==> config.mk <==
export PLATFORM = sky130hd
export DESIGN_NAME = l2_cfi_instr_responder_flat
export DESIGN_NICKNAME = d
export VERILOG_FILES = /design/src/rtl/l2_cfi_instr_responder_pkg.sv /design/src/rtl/l2_cfi_instr_responder_if.sv /design/src/rtl/l2_cfi_resp_pipe.sv /design/src/rtl/l2_cfi_instr_responder.sv /design/src/flat_wrapper.sv
export SDC_FILE = /design/constraint.sdc
export NUM_CORES = 1
export LEC_CHECK = 0
export CAP_MARGIN = 20
export CORE_MARGIN = 5
export CORE_UTILIZATION = 34
export CTS_CLUSTER_SIZE = 8
export DETAILED_ROUTE_END_ITERATION = 16
export PLACE_DENSITY_LB_ADDON = 0.2
export RECOVER_POWER = 100
export SETUP_SLACK_MARGIN = 0.02
export SLEW_MARGIN = 20
export SYNTH_ARGS = -nofsm -noshare
export SYNTH_HDL_FRONTEND = slang
export SYNTH_SLANG_ARGS = --single-unit
==> constraint.sdc <==
create_clock -name clk_i -period 2.2 [get_ports clk_i]
set_input_delay 0.33 -clock clk_i [delete_from_list [all_inputs] [get_ports clk_i]]
set_output_delay 0.33 -clock clk_i [all_outputs]
set_load 0.05 [all_outputs]
==> src/rtl/l2_cfi_instr_responder_pkg.sv <==
// Shared types and constants for the L2 CFI instruction responder.
`ifndef CFI_INSTR_WIDTH_DEF
`define CFI_INSTR_WIDTH_DEF 33
`endif

package l2_cfi_pkg;

    // 32-bit instruction plus one CFI tag bit
    localparam int CFI_INSTR_WIDTH_DEF = `CFI_INSTR_WIDTH_DEF;

    // Deepest SRAM read latency the response pipeline supports
    localparam int MAX_MEM_LATENCY = 3;

    // One in-flight response: valid marks an occupied slot, err selects an r_opc response
    typedef struct packed {
        logic valid;
        logic err;
    } resp_slot_t;

endpackage

==> src/rtl/l2_cfi_instr_responder_if.sv <==
// Initiator-side XBAR_TCDM_BUS_CFI instruction bus (req/gnt + r_valid response).
interface l2_cfi_instr_if
    import l2_cfi_pkg::*;
#(
    parameter int W = CFI_INSTR_WIDTH_DEF
);
    logic          req;
    logic [31:0]   add;
    logic          wen;
    logic [31:0]   wdata;
    logic [3:0]    be;
    logic          gnt;
    logic          r_valid;
    logic [W-1:0]  r_rdata;
    logic          r_opc;

    modport master (
        output req, add, wen, wdata, be,
        input  gnt, r_valid, r_rdata, r_opc
    );

    modport slave (
        input  req, add, wen, wdata, be,
        output gnt, r_valid, r_rdata, r_opc
    );
endinterface

==> src/rtl/l2_cfi_resp_pipe.sv <==
// Fixed-depth {valid,err} shift register; one slot per accepted request, in order.
module l2_cfi_resp_pipe
    import l2_cfi_pkg::*;
#(
    parameter int DEPTH = 1
) (
    input  logic       clk_i,
    input  logic       rst_ni,
    input  resp_slot_t in_i,
    output resp_slot_t out_o
);

    resp_slot_t [DEPTH-1:0] slot_q, slot_d;

    // Shift one stage per cycle; a new slot enters at stage 0 every cycle
    always_comb begin
        slot_d    = slot_q;
        slot_d[0] = in_i;
        for (int i = 1; i < DEPTH; i++) begin
            slot_d[i] = slot_q[i-1];
        end
    end

    // Reset drops every in-flight response
    always_ff @(posedge clk_i) begin
        if (!rst_ni) slot_q <= '0;
        else         slot_q <= slot_d;
    end

    assign out_o = slot_q[DEPTH-1];

endmodule

==> src/rtl/l2_cfi_instr_responder.sv <==
// Target endpoint of the CFI instruction bus, serving fetches from one L2 SRAM bank.
// Errors travel through the same fixed-latency pipeline as reads, so responses stay in order.
module l2_cfi_instr_responder
    import l2_cfi_pkg::*;
#(
    parameter int          CFI_INSTR_WIDTH = CFI_INSTR_WIDTH_DEF,
    parameter int          MEM_ADDR_WIDTH  = 14,
    parameter int          MEM_LATENCY     = 1,
    parameter logic [31:0] BASE_ADDR       = 32'h1C00_0000
) (
    input  logic                       clk_i,
    input  logic                       rst_ni,
    l2_cfi_instr_if.slave              bus,
    output logic                       mem_req_o,
    output logic [MEM_ADDR_WIDTH-1:0]  mem_addr_o,
    input  logic                       mem_gnt_i,
    input  logic [CFI_INSTR_WIDTH-1:0] mem_rdata_i,
    output logic [7:0]                 err_cnt_o,
    output logic [31:0]                err_addr_o
);

    if (MEM_LATENCY < 1 || MEM_LATENCY > MAX_MEM_LATENCY) begin : g_bad_latency
        $error("l2_cfi_instr_responder: MEM_LATENCY must be 1..3");
    end

    logic [31:0] off;
    logic        out_of_range;
    logic        req_err;
    logic        gnt;
    logic        r_valid;
    resp_slot_t  pipe_in, pipe_out;
    logic [7:0]  err_cnt_q, err_cnt_d;
    logic [31:0] err_addr_q, err_addr_d;
    logic        unused_ok;

    // Addresses below BASE_ADDR wrap to a huge offset and fall out of range
    assign off          = bus.add - BASE_ADDR;
    assign out_of_range = |off[31:MEM_ADDR_WIDTH+2];
    assign req_err      = ~bus.wen | (bus.add[1:0] != 2'b00) | out_of_range;

    // Errors never touch the SRAM and are granted without waiting on the bank
    assign mem_req_o  = rst_ni & bus.req & ~req_err;
    assign mem_addr_o = off[MEM_ADDR_WIDTH+1:2];
    assign gnt        = rst_ni & bus.req & (req_err | mem_gnt_i);
    assign bus.gnt    = gnt;

    assign pipe_in = '{valid: gnt, err: gnt & req_err};

    l2_cfi_resp_pipe #(
        .DEPTH (MEM_LATENCY)
    ) u_resp_pipe (
        .clk_i  (clk_i),
        .rst_ni (rst_ni),
        .in_i   (pipe_in),
        .out_o  (pipe_out)
    );

    // Read data is only forwarded for a live read slot; everything else is zero
    assign r_valid     = rst_ni & pipe_out.valid;
    assign bus.r_valid = r_valid;
    assign bus.r_opc   = r_valid & pipe_out.err;
    assign bus.r_rdata = (r_valid & ~pipe_out.err) ? mem_rdata_i : '0;

    // Count errors as they leave the pipeline; remember the newest erroring address at grant
    always_comb begin
        err_cnt_d  = err_cnt_q;
        err_addr_d = err_addr_q;
        if (r_valid && pipe_out.err && err_cnt_q != 8'hFF) err_cnt_d = err_cnt_q + 8'd1;
        if (gnt && req_err) err_addr_d = bus.add;
    end

    // Error bookkeeping registers
    always_ff @(posedge clk_i) begin
        if (!rst_ni) begin
            err_cnt_q  <= '0;
            err_addr_q <= '0;
        end else begin
            err_cnt_q  <= err_cnt_d;
            err_addr_q <= err_addr_d;
        end
    end

    assign err_cnt_o  = err_cnt_q;
    assign err_addr_o = err_addr_q;

    // Write data, byte enables and the byte offset within a word are not used by a read-only target
    assign unused_ok = ^{bus.wdata, bus.be, off[1:0]};

endmodule
==> src/flat_wrapper.sv <==
// flat-port wrapper written by rule: the top's interface ports become plain ports
module l2_cfi_instr_responder_flat import l2_cfi_pkg::*;
#(
    parameter int          CFI_INSTR_WIDTH = CFI_INSTR_WIDTH_DEF,
    parameter int          MEM_ADDR_WIDTH  = 14,
    parameter int          MEM_LATENCY     = 1,
    parameter logic [31:0] BASE_ADDR       = 32'h1C00_0000
)
  (clk_i, rst_ni, mem_req_o, mem_addr_o, mem_gnt_i, mem_rdata_i, err_cnt_o, err_addr_o, bus_req, bus_add, bus_wen, bus_wdata, bus_be, bus_gnt, bus_r_valid, bus_r_rdata, bus_r_opc);
  l2_cfi_instr_if bus_i ();
  input  logic clk_i;
  input  logic rst_ni;
  output logic mem_req_o;
  output logic [MEM_ADDR_WIDTH-1:0] mem_addr_o;
  input  logic mem_gnt_i;
  input  logic [CFI_INSTR_WIDTH-1:0] mem_rdata_i;
  output logic [7:0] err_cnt_o;
  output logic [31:0] err_addr_o;
  input wire logic [$bits(bus_i.req)-1:0] bus_req;
  input wire logic [$bits(bus_i.add)-1:0] bus_add;
  input wire logic [$bits(bus_i.wen)-1:0] bus_wen;
  input wire logic [$bits(bus_i.wdata)-1:0] bus_wdata;
  input wire logic [$bits(bus_i.be)-1:0] bus_be;
  output wire logic [$bits(bus_i.gnt)-1:0] bus_gnt;
  output wire logic [$bits(bus_i.r_valid)-1:0] bus_r_valid;
  output wire logic [$bits(bus_i.r_rdata)-1:0] bus_r_rdata;
  output wire logic [$bits(bus_i.r_opc)-1:0] bus_r_opc;
  assign bus_i.req = bus_req;
  assign bus_i.add = bus_add;
  assign bus_i.wen = bus_wen;
  assign bus_i.wdata = bus_wdata;
  assign bus_i.be = bus_be;
  assign bus_gnt = bus_i.gnt;
  assign bus_r_valid = bus_i.r_valid;
  assign bus_r_rdata = bus_i.r_rdata;
  assign bus_r_opc = bus_i.r_opc;
  l2_cfi_instr_responder #(.CFI_INSTR_WIDTH(CFI_INSTR_WIDTH), .MEM_ADDR_WIDTH(MEM_ADDR_WIDTH), .MEM_LATENCY(MEM_LATENCY), .BASE_ADDR(BASE_ADDR)) u_core (.clk_i(clk_i), .rst_ni(rst_ni), .bus(bus_i), .mem_req_o(mem_req_o), .mem_addr_o(mem_addr_o), .mem_gnt_i(mem_gnt_i), .mem_rdata_i(mem_rdata_i), .err_cnt_o(err_cnt_o), .err_addr_o(err_addr_o));
endmodule
==> tab_implementation.tex <==
\begin{tabular}{lr}
\hline
Metric & Value \\
\hline
\multicolumn{2}{l}{\textbf{Outcome}} \\
\quad Status & complete, no violations \\
\multicolumn{2}{l}{\textbf{CTS}} \\
\quad Deepest clock path buffer count & 2 \\
\quad Number of sinks handled by clock tree synthesis & between 40 and 50 \\
\quad CTS tree & built \\
\quad Number of hold buffers added after cts & 0 \\
\quad Cell chosen for the clock root & clkbuf\_8 \\
\quad Clk slew on worst S/H paths & 0.07 ns \\
\quad Depth of the CTS H-tree & 2 \\
\quad Number of buffers created by CTS & 5 \\
\quad Clock insertion delay at the later pin of the skew report & roughly 0.29 ns \\
\multicolumn{2}{l}{\textbf{Yosys}} \\
\quad Register bit count reported by yosys & 42 \\
\quad Most area-consuming cells after synthesis & dfxtp\_1 (34\%), nand4\_1 (11\%), and2\_1 (8.5\%), nand4b\_1 (6.0\%), o2111ai\_1 (6.0\%) \\
\quad Share of the synthesized area in the top cell type & 33.7\% \\
\quad Synth unique cells & 38 \\
\quad Count of flip-flops with a built-in enable after synthesis & 0 \\
\quad Avg Cell Area, Syn & 8.05 um\^{}2 \\
\quad Most used flip-flop cell after synthesis & dfxtp\_1 \\
\quad Syn. warnings & 0 \\
\quad Synthesized instance count & 310 \\
\quad Dominant cell type by area after synthesis & dfxtp\_1 \\
\quad Most frequent cells after synthesis & dfxtp\_1 (42), nand4\_1 (42), and2\_1 (34) \\
\quad Net Count, Synth & 417 \\
\quad Share of synthesized registers carrying an async set or reset & 0\% \\
\quad Share of synthesized area occupied by flip-flops and latches & 33.7\% \\
\quad Netlist Area Pre-Place & 0.00250 mm\^{}2 \\
\multicolumn{2}{l}{\textbf{Timing}} \\
\quad Slew at the pin with the worst max-slew slack & $\sim$0.65 ns \\
\quad Number of pins with negative max-slew slack in the final report & 0 \\
\quad Clock period minus worst slack & 2.10 ns \\
\quad Post-Route Setup TNS & 0 ns \\
\quad Maximum clock skew at final layout & $\sim$0.00040 ns \\
\quad Final hold violation count & 0 \\
\quad Final worst path period share & a little over nine tenths \\
\quad Maximum clock rate & 0.477 GHz \\
\quad Setup repair after global routing missed its margin & no \\
\quad Max-slew headroom at the worst pin & 56.7\% \\
\quad Count of final setup violators & 0 \\
\multicolumn{2}{l}{\textbf{GRT}} \\
\quad Number of global-route vias before repair & approximately 2800 \\
\quad GRT Resource Usage Total & 18.7\% \\
\quad Number of antenna violations at the first check in global routing & 0 \\
\quad Residual overflow from global routing & 0 \\
\quad Pin count of the biggest net entering global routing & 50 \\
\quad First-pass GRT wire length & between 10 and 15 mm \\
\multicolumn{2}{l}{\textbf{Place}} \\
\quad Detail Placement HPWL & 6.88 mm \\
\quad Weighted congestion reported at the end of routability-driven placement & slightly below 0.8 \\
\quad Post-placement cell area & 0.00444 mm\^{}2 \\
\quad Port Buffer Count & 160 \\
\multicolumn{2}{l}{\textbf{Finish}} \\
\quad Net count, final & 557 \\
\quad Core Util, Final & 62.1\% \\
\quad Ant diodes & 0 \\
\quad Synth-to-layout area growth & 79.5\% \\
\quad Count of fill cells added during filler insertion & 673 \\
\quad Post-route cell area & 0.00448 mm\^{}2 \\
\quad Share of layout cells above drive strength 1 & 16.0\% \\
\multicolumn{2}{l}{\textbf{Critical path}} \\
\quad Critical Path Start Type & input pin \\
\quad Sort of element at the end of the critical path & output pin \\
\quad Biggest fanout along the worst timing path & 3 \\
\quad Required time at the endpoint of the critical path & 1.87 ns \\
\quad Type of the worst setup path & input pin to output pin \\
\quad Critical Path AT & about 1.8 ns \\
\multicolumn{2}{l}{\textbf{Floorplanning}} \\
\quad Die Span X & between 90 and 100 um \\
\quad Die height & approximately 96 um \\
\quad Area of the die & around 0.0092 mm\^{}2 \\
\quad Placement Rows & 31 \\
\quad Number of ports placed on the die boundary & 197 \\
\quad Core area & 0.00721 mm\^{}2 \\
\quad Initial Util & between 30\% and 40\% \\
\multicolumn{2}{l}{\textbf{Routing}} \\
\quad Antenna violation net count after detailed routing & 0 \\
\quad DRC violation count after routing & 0 \\
\quad Detailed router's first-iteration violation count & 103 \\
\quad Final WL & 8.83 mm \\
\quad Detailed Routing Iterations Pass 1 & 4 \\
\quad Routed wire length per instance & 16.0 um \\
\quad Total via count in the routed design & 2922 \\
\quad Vias/cell & 5.31 \\
\multicolumn{2}{l}{\textbf{Power and ir drop}} \\
\quad Worst voltage drop across the vdd grid & 251 uV \\
\quad Cell Pwr Density & 462 mW/mm\^{}2 \\
\quad Leakage power of the design & about 1.7 nW \\
\multicolumn{2}{l}{\textbf{Worst hold path}} \\
\quad Hold/Removal Path Class & input pin to flip-flop \\
\multicolumn{2}{l}{\textbf{Run}} \\
\quad Max-Cap Viols & 0 \\
\hline
\end{tabular}
[stage by stage]
step | worst slack, ns | cells | hold slack (ns) | power (mW)
after floorplan | 0.0217 | 310 | 0.477 | 1.27
after global placement | -0.0474 | 539 | 0.479 | 1.59
after detailed placement | -0.0546 | 539 | 0.488 | 1.61
after CTS | 0.0341 | 549 | 0.429 | 2.12
after global routing | 0.0283 | 550 | 0.357 | 2.17
final | 0.104 | 550 | 0.358 | 2.07
[final timing paths]
path | depth (start not counted) | startpoint | to | slack, ns
hold reg to reg | 2 | u_core.err_addr_o[20] | u_core.err_addr_o[20] | 0.49
hold / removal | 3 | bus_add[16] | u_core.err_addr_o[16] | 0.36
setup / recovery | 5 | bus_add[21] | bus_gnt | 0.10
setup reg to reg | 6 | u_core.err_cnt_o[1] | u_core.err_cnt_o[1] | 0.45
[sequential cells by signal (all words and copies together), names as in the netlist]
signal	cells
u_core.err_addr_o	32
u_core.err_cnt_o	8
u_core.u_resp_pipe.out_o	2
[cell families (layout without fill, tap and decap cells)]
| logic type | after synthesis | after routing | synth area share [%] |
|---|---|---|---|
| compound gates | 55 | 55 | 16.6 |
| xor+xnor | 2 | 2 | 0.702 |
| fa+ha+maj | 1 | 1 | 0.501 |
| buf+inv | 59 | 200 | 11.5 |
| flops | 42 | 42 | 33.7 |
| mux | 1 | 1 | 0.401 |
| simple gates | 150 | 150 | 36.6 |
[cells in the final DEF (no fill, tap or decap), types with 3 or more instances in the layout]
| master | Yosys | routed |
|---|---|---|
| and2_0 | 0 | 28 |
| clkdlybuf4s50_1 | 0 | 59 |
| nand4b_1 | 17 | 17 |
| clkbuf_8 | 0 | 6 |
| nand3_1 | 10 | 10 |
| clkbuf_4 | 0 | 3 |
| nand2_1 | 27 | 27 |
| nand4_1 | 42 | 42 |
| buf_4 | 14 | 14 |
| o2111ai_1 | 17 | 17 |
| inv_1 | 11 | 11 |
| dlygate4sd3_1 | 0 | 40 |
| a311oi_1 | 8 | 8 |
| o31ai_1 | 3 | 3 |
| dlymetal6s2s_1 | 0 | 3 |
| clkbuf_1 | 24 | 20 |
| a21oi_1 | 11 | 11 |
| buf_12 | 0 | 34 |
| dfxtp_1 | 42 | 42 |
| dlygate4sd2_1 | 0 | 5 |
| nor2_1 | 5 | 4 |
| and2_1 | 34 | 5 |
| o211ai_1 | 9 | 9 |
[final cells by class]
cell class                 count  area [um^2]  share of cell area [%]
timing repair buffer         181         1970                    44.0
multi-input combinational    209         1410                    31.5
sequential                    42          841                    18.8
tap                           99          124                    2.76
clock buffer                   7         86.3                    1.93
inverter                      11         41.3                   0.922
clock inverter                 1         5.00                   0.112
[metal layers]
metal	wire, um	global-route usage (%)	vias to the layer above
li1	-	-	1442
met1	3540	22.7	1346
met2	4250	31.3	124
met3	911	6.00	10
met4	131	5.69	0
met5	0	0	-
[where the power goes]
group	total [mW]	switching (mW)	leakage, nW	internal, mW
combinational	0.709	0.431	1.35	0.277
sequential	0.839	0.0312	0.347	0.808
clock	0.523	0.269	0.0482	0.254
[timing repair]
action / CTS / global route
setup buffers: 2 / 1
gates resized for setup: 8 / 8
pin swaps: 4 / 5
endpoints found under the setup margin: 2 / 2
[worst max-delay path, stage by stage]
cell and delay (ns):
clkdlybuf4s50_1 0.44, or4_4 0.46, nor2_4 0.18, a31oi_2 0.12, clkbuf_4 0.23
Note: power is estimated with default switching activity, not from simulation.
